<file path="src/rtl/fpu_pkg.sv">
// Shared FPU types: divider latency default, tag/source types and the result record.
// No logic; referenced by the divide issue controller and its result FIFO.
package fpu_pkg;
  localparam int FDIV_LAT  = 5;
  localparam int FDIV_TAGW = 5;

  typedef logic [FDIV_TAGW-1:0] tag_t;
  typedef logic                 src_t;

  typedef struct packed {
    logic [31:0] y;
    logic        ovf;
    tag_t        tag;
    src_t        src;
  } fdiv_res_t;
endpackage

</file>
<file path="src/rtl/fdiv_res_fifo.sv">
// Synchronous FIFO of divide results; head is combinational from storage, zero when empty.
// Latency: push visible at head next cycle; pop frees a slot next cycle; push to a full FIFO is dropped.
module fdiv_res_fifo import fpu_pkg::*; #(
  parameter int DEPTH = 8
) (
  input  logic                   clk,
  input  logic                   rst,
  input  logic                   push_i,
  input  fdiv_res_t              push_dat_i,
  input  logic                   pop_i,
  output fdiv_res_t              head_o,
  output logic [$clog2(DEPTH):0] count_o,
  output logic                   full_o,
  output logic                   empty_o
);
  localparam int AW = (DEPTH > 1) ? $clog2(DEPTH) : 1;
  localparam int CW = $clog2(DEPTH) + 1;

  fdiv_res_t         mem_q [DEPTH];
  logic [AW-1:0]     wr_q, wr_d, rd_q, rd_d;
  logic [CW-1:0]     cnt_q, cnt_d;
  logic              do_push, do_pop;

  assign empty_o = (cnt_q == '0);
  assign full_o  = (cnt_q == CW'(DEPTH));
  assign count_o = cnt_q;
  assign do_push = push_i && !full_o;
  assign do_pop  = pop_i && !empty_o;
  assign head_o  = empty_o ? '0 : mem_q[rd_q];

  always_comb begin
    wr_d  = wr_q;
    rd_d  = rd_q;
    cnt_d = cnt_q;
    if (do_push) wr_d = (wr_q == AW'(DEPTH - 1)) ? '0 : wr_q + 1'b1;
    if (do_pop)  rd_d = (rd_q == AW'(DEPTH - 1)) ? '0 : rd_q + 1'b1;
    if (do_push && !do_pop)      cnt_d = cnt_q + 1'b1;
    else if (do_pop && !do_push) cnt_d = cnt_q - 1'b1;
  end

  always_ff @(posedge clk) begin
    if (do_push) mem_q[wr_q] <= push_dat_i;
  end

  always_ff @(posedge clk) begin
    if (rst) begin
      wr_q  <= '0;
      rd_q  <= '0;
      cnt_q <= '0;
    end else begin
      wr_q  <= wr_d;
      rd_q  <= rd_d;
      cnt_q <= cnt_d;
    end
  end
endmodule

</file>
<file path="src/rtl/fdiv_issue_ctrl.sv">
// Round-robin issue of two requesters into a fixed-latency divider, results queued in a credited FIFO.
// Latency: accept to res_valid is LAT+2; issue stalls when in-flight ops plus queued results reach DEPTH.
module fdiv_issue_ctrl import fpu_pkg::*; #(
  parameter int LAT   = FDIV_LAT,
  parameter int TAGW  = FDIV_TAGW,
  parameter int DEPTH = 8
) (
  input  logic            clk,
  input  logic            rst,
  input  logic            req0_valid,
  output logic            req0_ready,
  input  logic [31:0]     req0_x1,
  input  logic [31:0]     req0_x2,
  input  logic [TAGW-1:0] req0_tag,
  input  logic            req1_valid,
  output logic            req1_ready,
  input  logic [31:0]     req1_x1,
  input  logic [31:0]     req1_x2,
  input  logic [TAGW-1:0] req1_tag,
  output logic [31:0]     div_x1,
  output logic [31:0]     div_x2,
  input  logic [31:0]     div_y,
  input  logic            div_ovf,
  output logic            res_valid,
  input  logic            res_ready,
  output logic [31:0]     res_y,
  output logic            res_ovf,
  output logic [TAGW-1:0] res_tag,
  output logic            res_src,
  output logic            busy
);
  // Stage 0 lines up with the operand register; stage k with divider stage k.
  localparam int NS = LAT + 1;
  localparam int CW = $clog2(DEPTH + NS + 1) + 1;

  logic [NS-1:0]         v_q;
  tag_t                  tag_q [NS];
  logic [NS-1:0]         src_q;
  logic                  prio_q, prio_d;
  logic [31:0]           x1_q, x1_d, x2_q, x2_d;
  logic [CW-1:0]         used;
  logic                  issue_ok, gnt0, gnt1;
  fdiv_res_t             fifo_in, fifo_head;
  logic [$clog2(DEPTH):0] fifo_cnt;
  logic                  fifo_full, fifo_empty;

  always_comb begin
    used = CW'(fifo_cnt);
    for (int i = 0; i < NS; i++) used = used + CW'(v_q[i]);
  end

  assign issue_ok   = !rst && (used < CW'(DEPTH));
  assign req0_ready = issue_ok && (!req1_valid || !prio_q);
  assign req1_ready = issue_ok && (!req0_valid || prio_q);
  assign gnt0       = req0_valid && req0_ready;
  assign gnt1       = req1_valid && req1_ready;

  always_comb begin
    prio_d = prio_q;
    x1_d   = x1_q;
    x2_d   = x2_q;
    if (gnt0) begin
      prio_d = 1'b1;
      x1_d   = req0_x1;
      x2_d   = req0_x2;
    end else if (gnt1) begin
      prio_d = 1'b0;
      x1_d   = req1_x1;
      x2_d   = req1_x2;
    end
  end

  always_ff @(posedge clk) begin
    if (rst) begin
      v_q    <= '0;
      prio_q <= 1'b0;
      x1_q   <= '0;
      x2_q   <= '0;
    end else begin
      v_q    <= {v_q[NS-2:0], gnt0 || gnt1};
      prio_q <= prio_d;
      x1_q   <= x1_d;
      x2_q   <= x2_d;
    end
  end

  // Tag/source need no reset: they are only ever consumed alongside a set valid.
  always_ff @(posedge clk) begin
    tag_q[0] <= gnt1 ? tag_t'(req1_tag) : tag_t'(req0_tag);
    src_q[0] <= gnt1;
    for (int i = 1; i < NS; i++) begin
      tag_q[i] <= tag_q[i-1];
      src_q[i] <= src_q[i-1];
    end
  end

  assign fifo_in = '{y: div_y, ovf: div_ovf, tag: tag_q[NS-1], src: src_q[NS-1]};

  fdiv_res_fifo #(.DEPTH(DEPTH)) u_fifo (
    .clk        (clk),
    .rst        (rst),
    .push_i     (v_q[NS-1]),
    .push_dat_i (fifo_in),
    .pop_i      (res_valid && res_ready),
    .head_o     (fifo_head),
    .count_o    (fifo_cnt),
    .full_o     (fifo_full),
    .empty_o    (fifo_empty)
  );

  assert property (@(posedge clk) disable iff (rst) !(v_q[NS-1] && fifo_full));

  assign div_x1    = x1_q;
  assign div_x2    = x2_q;
  assign res_valid = !fifo_empty;
  assign res_y     = fifo_head.y;
  assign res_ovf   = fifo_head.ovf;
  assign res_tag   = TAGW'(fifo_head.tag);
  assign res_src   = fifo_head.src;
  assign busy      = (|v_q) || !fifo_empty;
endmodule
</file>
<file path="config.mk">
export PLATFORM = sky130hd
export DESIGN_NAME = fdiv_issue_ctrl
export DESIGN_NICKNAME = d
export VERILOG_FILES = /design/src/rtl/fpu_pkg.sv /design/src/rtl/fdiv_res_fifo.sv /design/src/rtl/fdiv_issue_ctrl.sv
export SDC_FILE = /design/constraint.sdc
export NUM_CORES = 1
export LEC_CHECK = 0
export CORE_MARGIN = 1
export CORE_UTILIZATION = 55
export DETAILED_ROUTE_END_ITERATION = 6
export PLACE_DENSITY = 0.82
export REMOVE_ABC_BUFFERS = 1
export SYNTH_ARGS = -nofsm -noshare
export SYNTH_HDL_FRONTEND = slang
export SYNTH_HIERARCHICAL = 1
export SYNTH_SLANG_ARGS = --single-unit
</file>
<file path="constraint.sdc">
create_clock -name clk -period 10.6 [get_ports clk]
set_input_delay 2.12 -clock clk [delete_from_list [all_inputs] [get_ports clk]]
set_output_delay 2.12 -clock clk [all_outputs]
set_load 0.02 [all_outputs]
</file>
Word-level counts from Yosys, hierarchy flattened
Memory sizes are Yosys's and may differ from the RTL's. A register that Yosys moved wholly into a read port is not among the register bits.
Cells that the tools add are included.
W data, S select, Z words.

storage, ports and cells
  output and inout bits = 107
  memories kept = 2
  bits of input ports = 176
  RAM bits = 342
  word-level logic and storage cells = 66
  register bits = 87

cells by class
  mux-type cells = 16
  add/subtract/negate cells = 10
  equality and inequality tests = 3
  reduce and logical (&&, ||, !) cells = 26
  magnitude comparators = 1

memory list
  name          words  width  rd ports  clocked after Yosys merged registers in  write ports  line                   source
  u_fifo.mem_q  8      39     1         1                                        1            fdiv_res_fifo.sv:19    fdiv_res_t mem_q [DEPTH];
  tag_q         6      5      6         0                                        6            fdiv_issue_ctrl.sv:37  tag_t tag_q [NS];

operators by type and width
  kind                   number
  $mux W32               4
  $mux W39               1
  $add A5 B1 Y5          5
  $mux W3                4
  $logic_and A1 B1 Y1    10
  $logic_not A1 Y1       8
  $mux W4                2
  $add A3 B1 Y3 const B  2
  $eq A3 B3 Y1 const B   2
  $reduce_or A6 Y1       1
  $add A4 B1 Y5          1
  $lt A5 B4 Y1 const B   1
  $mux W5                1
  $add A4 B1 Y4 const B  1
  $eq A4 B4 Y1 const B   1
  $logic_not A4 Y1       1
  $logic_or A1 B1 Y1     4
  $mux W1                4
  $reduce_bool A2 Y1     2
  $sub A4 B1 Y4 const B  1

Depth between registers and ports, before layout
Gate-level depths: netlist of the first run.

  depth after elaboration = 12
  depth in mapped cells = 12
  mapped depth without buffers = 10

Modules after synthesis
Netlist of the first run, hierarchy kept.

by module, submodules not included
  module           cells an instance  seq. area each (µm²)  instances  area each (µm²)
  fdiv_res_fifo    572                9,629.2               1          12,509.5
  fdiv_issue_ctrl  372                2,142.1               1          3,985.1

Least setup slack after synthesis of the first run
No wires, ideal clock.

  kind = input to output
  start point = input rst
  end point = output req0_ready
  data required time = 8.480 ns
  cell stages on the path = 3
  setup slack = 5.445 ns
  buffers on the path = 2
  arrival time = 3.035 ns
  path through = clkbuf_1 -> buf_1 -> a211oi_1

between the ends
  word-level cells in the longest chain between the ends = 3

ends and longest elaborated chain
  what                 line                   source
  from (decl)          fdiv_issue_ctrl.sv:9   input logic rst,
  $logic_not A1 Y1     fdiv_issue_ctrl.sv:52  assign issue_ok = !rst && (used < CW'(DEPTH));
  $logic_and A1 B1 Y1  fdiv_issue_ctrl.sv:52
  $logic_and A1 B1 Y1  fdiv_issue_ctrl.sv:53  assign req0_ready = issue_ok && (!req1_valid || !prio_q);
  to (decl)            fdiv_issue_ctrl.sv:11  output logic req0_ready,

No other way between the ends.

Final worst setup path of the first run
  start point = register v_q[0]
  end point = output req0_ready

between the ends
  word-level cells in the longest chain between the ends = 9

ends and longest elaborated chain
  what                         line                   source
  from (decl)                  fdiv_issue_ctrl.sv:36  logic [NS-1:0] v_q;
  from (signal assigned)       fdiv_issue_ctrl.sv:80  v_q <= {v_q[NS-2:0], gnt0 || gnt1};
  $add A4 B1 Y5                fdiv_issue_ctrl.sv:49  for (int i = 0; i < NS; i++) used = used + CW'(v_q[i]);
  $add A5 B1 Y5 (5 in series)  fdiv_issue_ctrl.sv:49
  $lt A5 B4 Y1                 fdiv_issue_ctrl.sv:52
  $logic_and A1 B1 Y1          fdiv_issue_ctrl.sv:52
  $logic_and A1 B1 Y1          fdiv_issue_ctrl.sv:53

No other way between the ends.

==> results of run 1 <==
[layout make-up]
class	instances	area share, %
Inverter	11	0.196
Clock inverter	20	0.856
Clock buffer	58	5.48
Antenna cell	8	0.0952
Timing Repair Buffer	298	14.0
Multi-Input combinational cell	439	21.1
Tap cell	390	2.32
Sequential cell	432	56.0
[worst max path at each step]
stage                from    endpoint  slack (ns)  depth (start not counted)
2_1_floorplan  req1_valid   div_x1[0]       -7.17                          3
3_3_place_gp   req1_valid  req0_ready        4.92                          3
3_5_place_dp   req1_valid  req0_ready        4.92                          3
4_1_cts              flop   res_y[10]        4.72                          5
5_1_grt              flop   res_y[10]        4.55                          5
6_report           v_q[0]  req0_ready        4.76                          9
[power breakdown]
| part | total, uW | internal [uW] | switching (uW) |
|---|---|---|---|
| Combinational | 263 | 138 | 125 |
| Clock | 1440 | 837 | 603 |
| Sequential | 1860 | 1840 | 20.0 |
| Total | 3570 | 2820 | 748 |
[stage by stage]
step	hold WS [ns]	power (uW)	worst slack, ns
after detailed placement	0.312	2160	4.92
after global placement	0.310	2160	4.92
after floorplan	0.310	2020	-7.17
final	0.324	3570	4.76
after global routing	0.328	3670	4.55
after CTS	0.326	3590	4.72
[placed cells by master (no fill, tap or decap), types with 4 or more instances in the layout]
cell type	n
dfxtp_1	117
a21oi_1	8
nand2_1	9
nor2_1	113
mux2i_1	105
mux4_2	77
diode_2	8
ha_1	12
clkbuf_1	14
mux2_4	5
a211oi_1	67
nor2b_1	6
clkdlybuf4s50_1	281
inv_1	9
buf_4	16
clkbuf_16	44
nor3_2	4
edfxtp_1	312
clkinv_1	11
[worst max-delay path: cells and delay by family, from the launching register on]
kind / cells / cell delay [ns]
DFF: 1 / 0.32
adders and majority gates: 3 / 1.26
AOI/OAI and AO/OA: 3 / 0.85
buffers and inverters: 3 / 0.75
[per-layer routing]
metal  wire length (um)  part of all wire (%)  up-vias
met4               1270                   3.3        0
met5                  0                     0        -
met2              19600                    51      372
met3               3260                   8.5       67
li1                   -                     -     4250
met1              14000                    37     4632
[registers in the layout, summed over array words and instances, names as in the netlist, named ones only]
signal and cells:
u_fifo/wr_q 3, src_q 6, div_x1 32, prio_q 1, v_q 6, u_fifo/mem_q 312, tag_q 30, div_x2 32
u_fifo/count_o 4, u_fifo/rd_q 3
==> metrics.txt, run 1 <==
Critical Path Start Type=flop; GPL Wtd Cong=0.813; Clock Latency Late Sink=0.54 ns; Initial Util=55.8%; WP data required=8.48 ns; die width=175 um; DRT Pass-1 Iters=4; Synth Area per Inst=17.5 um^2; Finished Layout Cells=1656; CP max stage delay=0.66 ns; GR Layer Usage met1=29.3%; area of the multi-input gates=0.00444 mm^2; Worst R2R Setup Slack=6.57 ns; CTS tree=done; largest net degree at the start of global routing=113; vias in the first global route=9624; Final Util=71.2%; clock buffer depth=3; critical path class=reg -> out; Final setup viols=0; Register-to-Register Path Depth=11; # fillers=1833; clock slew at reported path FFs=0.06 ns; HP Class=reg -> reg; cts hold-fix bufs=0; FF-to-FF End=div_x1[20]; critical path's slowest cell=clkdlybuf4s50_1; DP Cell Count=1570; CTS-repair resized insts=0; Sink Count=432; Slew HR=21.8%; VDD IR-drop max=0.000109 V; Least-Margin Pin Slew=1.17 ns; first-pass GRT wire length=56500 um; setup_tns=0 ns; area of the mapped netlist=0.0165 mm^2; Post-Route WL=38100 um; # DRC=0; Max-cap violations=0; Post-CTS Setup Bufs=0; Final Hold Fails=0; detailed placement HPWL=23200 um; number of core rows=63; crit path max fanout=4; cells after synthesis=943; power per cell area=170 mW/mm^2; layout cells sized above 1=13.4%; max-slew violations=0; Die Y=175 um; hold path depth=0; GRT Max-Usage Layer=met2; unrepaired setup endpoints after global routing=no; TritonCTS Buffers=43; Via density=5.63; grt ovf=0; PortBufs=282; global-route met3 utilization=7.14%; clock root cell=clkbuf_16; FF+latch area=0.0118 mm^2; Static Leak=0.00711 uW; clock skew=0.0156 ns; placement-stage cell area=0.0197 mm^2; status=complete, no violations; r2r startpoint=v_q[0]; max frequency=171 MHz; cell-by-cell trace of the critical path=fa_1, inv_1, fa_1, inv_1, ha_1, a211o_1, a211o_1, a211oi_1, clkdlybuf4s50_1; routed via count=9321; Layout Nets=1416; Final Cycle Share=55.1%; cell area after layout=0.0210 mm^2; Area Overhead vs Synth=27.6%; Setup crit end kind=primary output; # IOs=283; met2 usage=43.6%; synthesis warning total=6; Routed Antenna Nets=0; Wirelength per Cell=23.0 um; Crit path arrival time=3.72 ns; core area=0.0296 mm^2; GRT Total Usage=25.1%; end point of the worst hold path=tag_q[3][0]; Initial DRC Count=606; antenna violations before repair=8; worst hold start=tag_q[2][0]; die area=0.0307 mm^2; Final Critical Period=5.84 ns; htree depth=2
Power figures use the tool's default switching activity.
==> run 2: changes to the inputs <==
--- a/config.mk
+++ b/config.mk
@@ -6,9 +6,9 @@
 export NUM_CORES = 1
 export LEC_CHECK = 0
 export CORE_MARGIN = 1
-export CORE_UTILIZATION = 55
+export CORE_UTILIZATION = 53
 export DETAILED_ROUTE_END_ITERATION = 6
-export PLACE_DENSITY = 0.82
+export PLACE_DENSITY = 0.8
 export REMOVE_ABC_BUFFERS = 1
 export SYNTH_ARGS = -nofsm -noshare
 export SYNTH_HDL_FRONTEND = slang
==> constraint.sdc (replaced) <==
create_clock -name clk -period 5.45 [get_ports clk]
set_input_delay 1.09 -clock clk [delete_from_list [all_inputs] [get_ports clk]]
set_output_delay 1.09 -clock clk [all_outputs]
set_load 0.02 [all_outputs]
==> metrics.txt, run 2 (same netlist as run 1, synthesis figures left out) <==
largest reg by FF count=u_fifo/mem_q; CTS-repair resized insts=0; PnR worst setup slack=0.562 ns; core area=0.0306 mm^2; Final Critical Period=4.89 ns; Routed Antenna Nets=0; Clock Latency Late Sink=0.55 ns; critical path class=reg -> out; DRT Pass-1 Iters=5; Slew HR=19.7%; most frequent cells in the layout=edfxtp_1 (312), clkdlybuf4s50_1 (281), dfxtp_1 (117), nor2_1 (113), mux2i_1 (105); cts hold-fix bufs=0; FF+latch area=0.0118 mm^2; vias in the first global route=9784; pre-CTS setup slack=1.14 ns; Layout Nets=1416; # fillers=2034; Sw Ratio=21.4%; max frequency=205 MHz; Via density=5.69; flip-flop count of the largest register after layout=312; # DRC=0; Post-Route WL=37900 um; grt ovf=0; Static Leak=0.00715 uW; Initial DRC Count=720; Final setup viols=0; PortBufs=282; CTS tree=done; max-slew violations=0; setup_tns=0 ns; clock skew=0.0160 ns; Final Cycle Share=89.7%; Clock Power Share=40.6%; GPL Wtd Cong=0.831; power per cell area=330 mW/mm^2; Critical Path Start Type=flop; clock buffer depth=3; htree depth=2; Comb power frac=7.3%; Final Hold Fails=0; first-pass GRT wire length=56200 um; antenna violations before repair=12; Area Overhead vs Synth=28.1%; status=complete, no violations; number of core rows=64; commonest non-fill, non-tap cell in the layout=edfxtp_1; die width=178 um; Least-Margin Pin Slew=1.20 ns; Crit path arrival time=3.80 ns; VDD IR-drop max=0.000219 V; detailed placement HPWL=23100 um; largest net degree at the start of global routing=129; crit path max fanout=4; Setup crit end kind=primary output; area of the multi-input gates=0.00444 mm^2; unrepaired setup endpoints after global routing=no; P_sw=1490 uW; layout cells sized above 1=14.3%; WP data required=4.36 ns; Pint=5470 uW; routed via count=9481; Wirelength per Cell=22.7 um; clock slew at reported path FFs=0.06 ns; clock root cell=clkbuf_16; Die Y=178 um; hold slack=0.323 ns; TritonCTS Buffers=44; Final Util=69.0%; GRT Total Usage=24.1%; HP Class=reg -> reg; die area=0.0318 mm^2; Max-cap violations=0; Initial Util=53.9%; Sink Count=432; # IOs=283; Seq pwr share=52.1%; Post-CTS Setup Bufs=0
==> run 2: cell count changes in the layout (fill, tap and decap cells not counted), moves of 2 or more <==
| cell | delta |
|---|---|
| clkinv_2 | +8 |
| clkbuf_1 | -6 |
| buf_4 | -4 |
| buf_12 | +3 |
| clkbuf_2 | +2 |
| clkinv_1 | -2 |
| diode_2 | +2 |
==> run 2: final timing paths <==
check	startpoint	endpoint	slack, ns	cells after the start
worst max-delay path	v_q[0]	req0_ready	0.56	9
worst max register to register	v_q[0]	tag_q[0][4]	1.95	9
worst min-delay path	tag_q[4][4]	tag_q[5][4]	0.32	0
worst min register to register	tag_q[4][4]	tag_q[5][4]	0.32	0
==> run 2: critical path, cell delays in order (launching register included) <==
cell	delay [ns]
dfxtp_1	0.32
fa_1	0.53
inv_1	0.05
fa_1	0.48
inv_1	0.05
ha_1	0.26
a211o_1	0.30
a211o_1	0.33
a211oi_1	0.29
clkdlybuf4s50_1	0.66
==> run 2: cell type report <==
| class | instances | share of cell area, % |
|---|---|---|
| inverters | 11 | 0.196 |
| clock buffers | 55 | 5.47 |
| well taps | 396 | 2.35 |
| flip-flops and latches | 432 | 55.8 |
| clock inverters | 27 | 1.01 |
| multi-input cells | 439 | 21.0 |
| repair buffers | 297 | 14.1 |
| diodes | 10 | 0.119 |
==> run 2: power by group through the flow <==
stage	sequential [uW]	combinational, uW	clock (uW)
after floorplan	3740	184	0
after global placement	3690	501	0
after detailed placement	3700	507	0
after CTS	3630	511	2880
after global routing	3640	542	3020
final	3630	509	2830
==> run 2: metal layers <==
metal / wire length, um / vias to the layer above / GRT usage (%)
met1: 14000 / 4772 / 28.0
met3: 3040 / 67 / 6.63
met4: 1290 / 2 / 10.6
li1: - / 4259 / -
met2: 19600 / 381 / 41.9
met5: 13 / - / 0
==> run 2: through the flow <==
step | power (uW) | std cells | area [um^2]
3_3_place_gp | 4190 | 1575 | 19700
3_5_place_dp | 4200 | 1575 | 19700
2_1_floorplan | 3930 | 882 | 16200
5_1_grt | 7200 | 1667 | 21100
6_report | 6960 | 1667 | 21100
4_1_cts | 7020 | 1657 | 21100
==> RTL edit (flow settings as in run 2) <==
Register the input `div_y` before use, without a reset. The logic sees it one clock later. The other inputs are not delayed to match.
--- a/src/rtl/fdiv_issue_ctrl.sv
+++ b/src/rtl/fdiv_issue_ctrl.sv
@@ -32,6 +32,12 @@
   // Stage 0 lines up with the operand register; stage k with divider stage k.
   localparam int NS = LAT + 1;
   localparam int CW = $clog2(DEPTH + NS + 1) + 1;
+
+  logic [31:0] div_y_q;
+
+  always_ff @(posedge clk) begin
+    div_y_q <= div_y;
+  end
 
   logic [NS-1:0]         v_q;
   tag_t                  tag_q [NS];
@@ -94,7 +100,7 @@
     end
   end
 
-  assign fifo_in = '{y: div_y, ovf: div_ovf, tag: tag_q[NS-1], src: src_q[NS-1]};
+  assign fifo_in = '{y: div_y_q, ovf: div_ovf, tag: tag_q[NS-1], src: src_q[NS-1]};
 
   fdiv_res_fifo #(.DEPTH(DEPTH)) u_fifo (
     .clk        (clk),
Function: changed (a bounded check fails within 10 cycles, from zero or initial values and one cycle with rst high).
==> RTL edit against run 2 <==
Worst hold slack worse by 0.0014 ns; die area up 3.8%; power is 4.4% higher; critical path type unchanged; final cell count increased by 2.3%; non-clock buffer count grew 3; sequential share of layout area rose by 1.3 points; core utilization down 0.21 points; worst setup slack gained 0.030 ns; final area is 3.1% higher; largest cell class unchanged; sequential cell count rose by 32; routed wire length grew 0.39%; area after synthesis increased by 3.9%.
==> RTL edit: results <==
[critical_path]
reg2reg_setup_slack_ns = 1.92
critPathArrivalTime_ns = 3.77
r2r-end = tag_q[0][0]$_DFF_P_

[placement]
hpwl_um = 23600
routabilityCongestion = 0.823
place_ws_ns = 1.15
dp_cells = 1616
dpl_cell_area_um2 = 20400

[power_and_ir_drop]
irDropWorstVdd_mv = 0.256
power.leakage_nw = 7.41
swShare_pct = 20.9

[grt]
grt_use_met2_pct = 41.1
grt_max_degree = 129
antenna_found_initial = 9
grt_usage_pct = 23.7
grt_pass1_vias = 9987
use_met1_pct = 28.3
grt_pass1_wl_um = 57800

[detailed_routing]
via_per_inst = 5.56
dr.pass1.iters = 4
wl_per_cell_um = 22.3
drtIter0Drc = 530

[sta]
skew_ns = 0.0122
whs_ns = 0.321
worst_slew_pin_slew_ns = 1.15

[clocking]
clock_latency_ns = 0.53
cts_buffers = 45

[status]
outcome = complete, no violations

[final_layout]
largest_reg_flops = 312
nets = 1452
drive_gt1_share_pct = 13.6

[yosys]
syn_avg_cell_area_um2 = 17.6
[RTL edit: cell types whose count changed in the layout (fill, tap and decap cells not counted), sizes merged]
cell      before  now
diode         10    7
clkbuf        55   68
clkinvlp       1    2
buf           16   19
dfxtp        120  152
clkinv        21    8
bufinv         2    1
[RTL edit: layout make-up]
cell class / instances / area [um2]
Antenna cell: 7 / 17.5
Timing Repair Buffer: 300 / 2990
Multi-Input combinational cell: 439 / 4440
Clock inverter: 14 / 98.8
Fill cell: 2079 / 9870
Tap cell: 402 / 503
Sequential cell: 464 / 12400
Clock buffer: 68 / 1260
Inverter: 11 / 41.3
[RTL edit: worst max path at each step]
stage               cells past startpoint  slack (ns)                endpoint
floorplan                               8      -11.99  div_x1[0]$_SDFFE_PP0P_
global placement                        9        1.22              req0_ready
detailed placement                      9        1.15              req0_ready
CTS                                     9        0.55              req0_ready
global route                            9        0.48              req0_ready
finish                                  9        0.59              req0_ready
[RTL edit: power by group through the flow]
stage | registers [mW] | logic [mW] | clock network, mW
3_5_place_dp | 3.97 | 0.489 | 0
6_report | 3.90 | 0.490 | 2.88
5_1_grt | 3.91 | 0.520 | 3.09
3_3_place_gp | 3.97 | 0.485 | 0
4_1_cts | 3.90 | 0.493 | 2.94
2_1_floorplan | 4.01 | 0.184 | 0
[RTL edit: layer usage]
metal | up-vias | wire length (um)
li1 | 4358 | -
met1 | 4708 | 14100
met2 | 355 | 19700
met3 | 58 | 3040
met4 | 2 | 1120
met5 | - | 11
[RTL edit: stage by stage]
stage | util [%] | total power, mW
after floorplan | - | 4.19
after global routing | 68.8 | 7.52
after global placement | 64.5 | 4.45
final | 68.8 | 7.27
after CTS | 68.8 | 7.33
after detailed placement | 64.5 | 4.46
[RTL edit: worst max-delay path: stages, from the launching register on]
cell and delay, ns:
dfxtp_1 0.33, fa_1 0.53, inv_1 0.05, fa_1 0.49, inv_1 0.05, ha_1 0.26, a211o_1 0.30, a211o_1 0.33
a211oi_1 0.25, clkdlybuf4s50_1 0.64
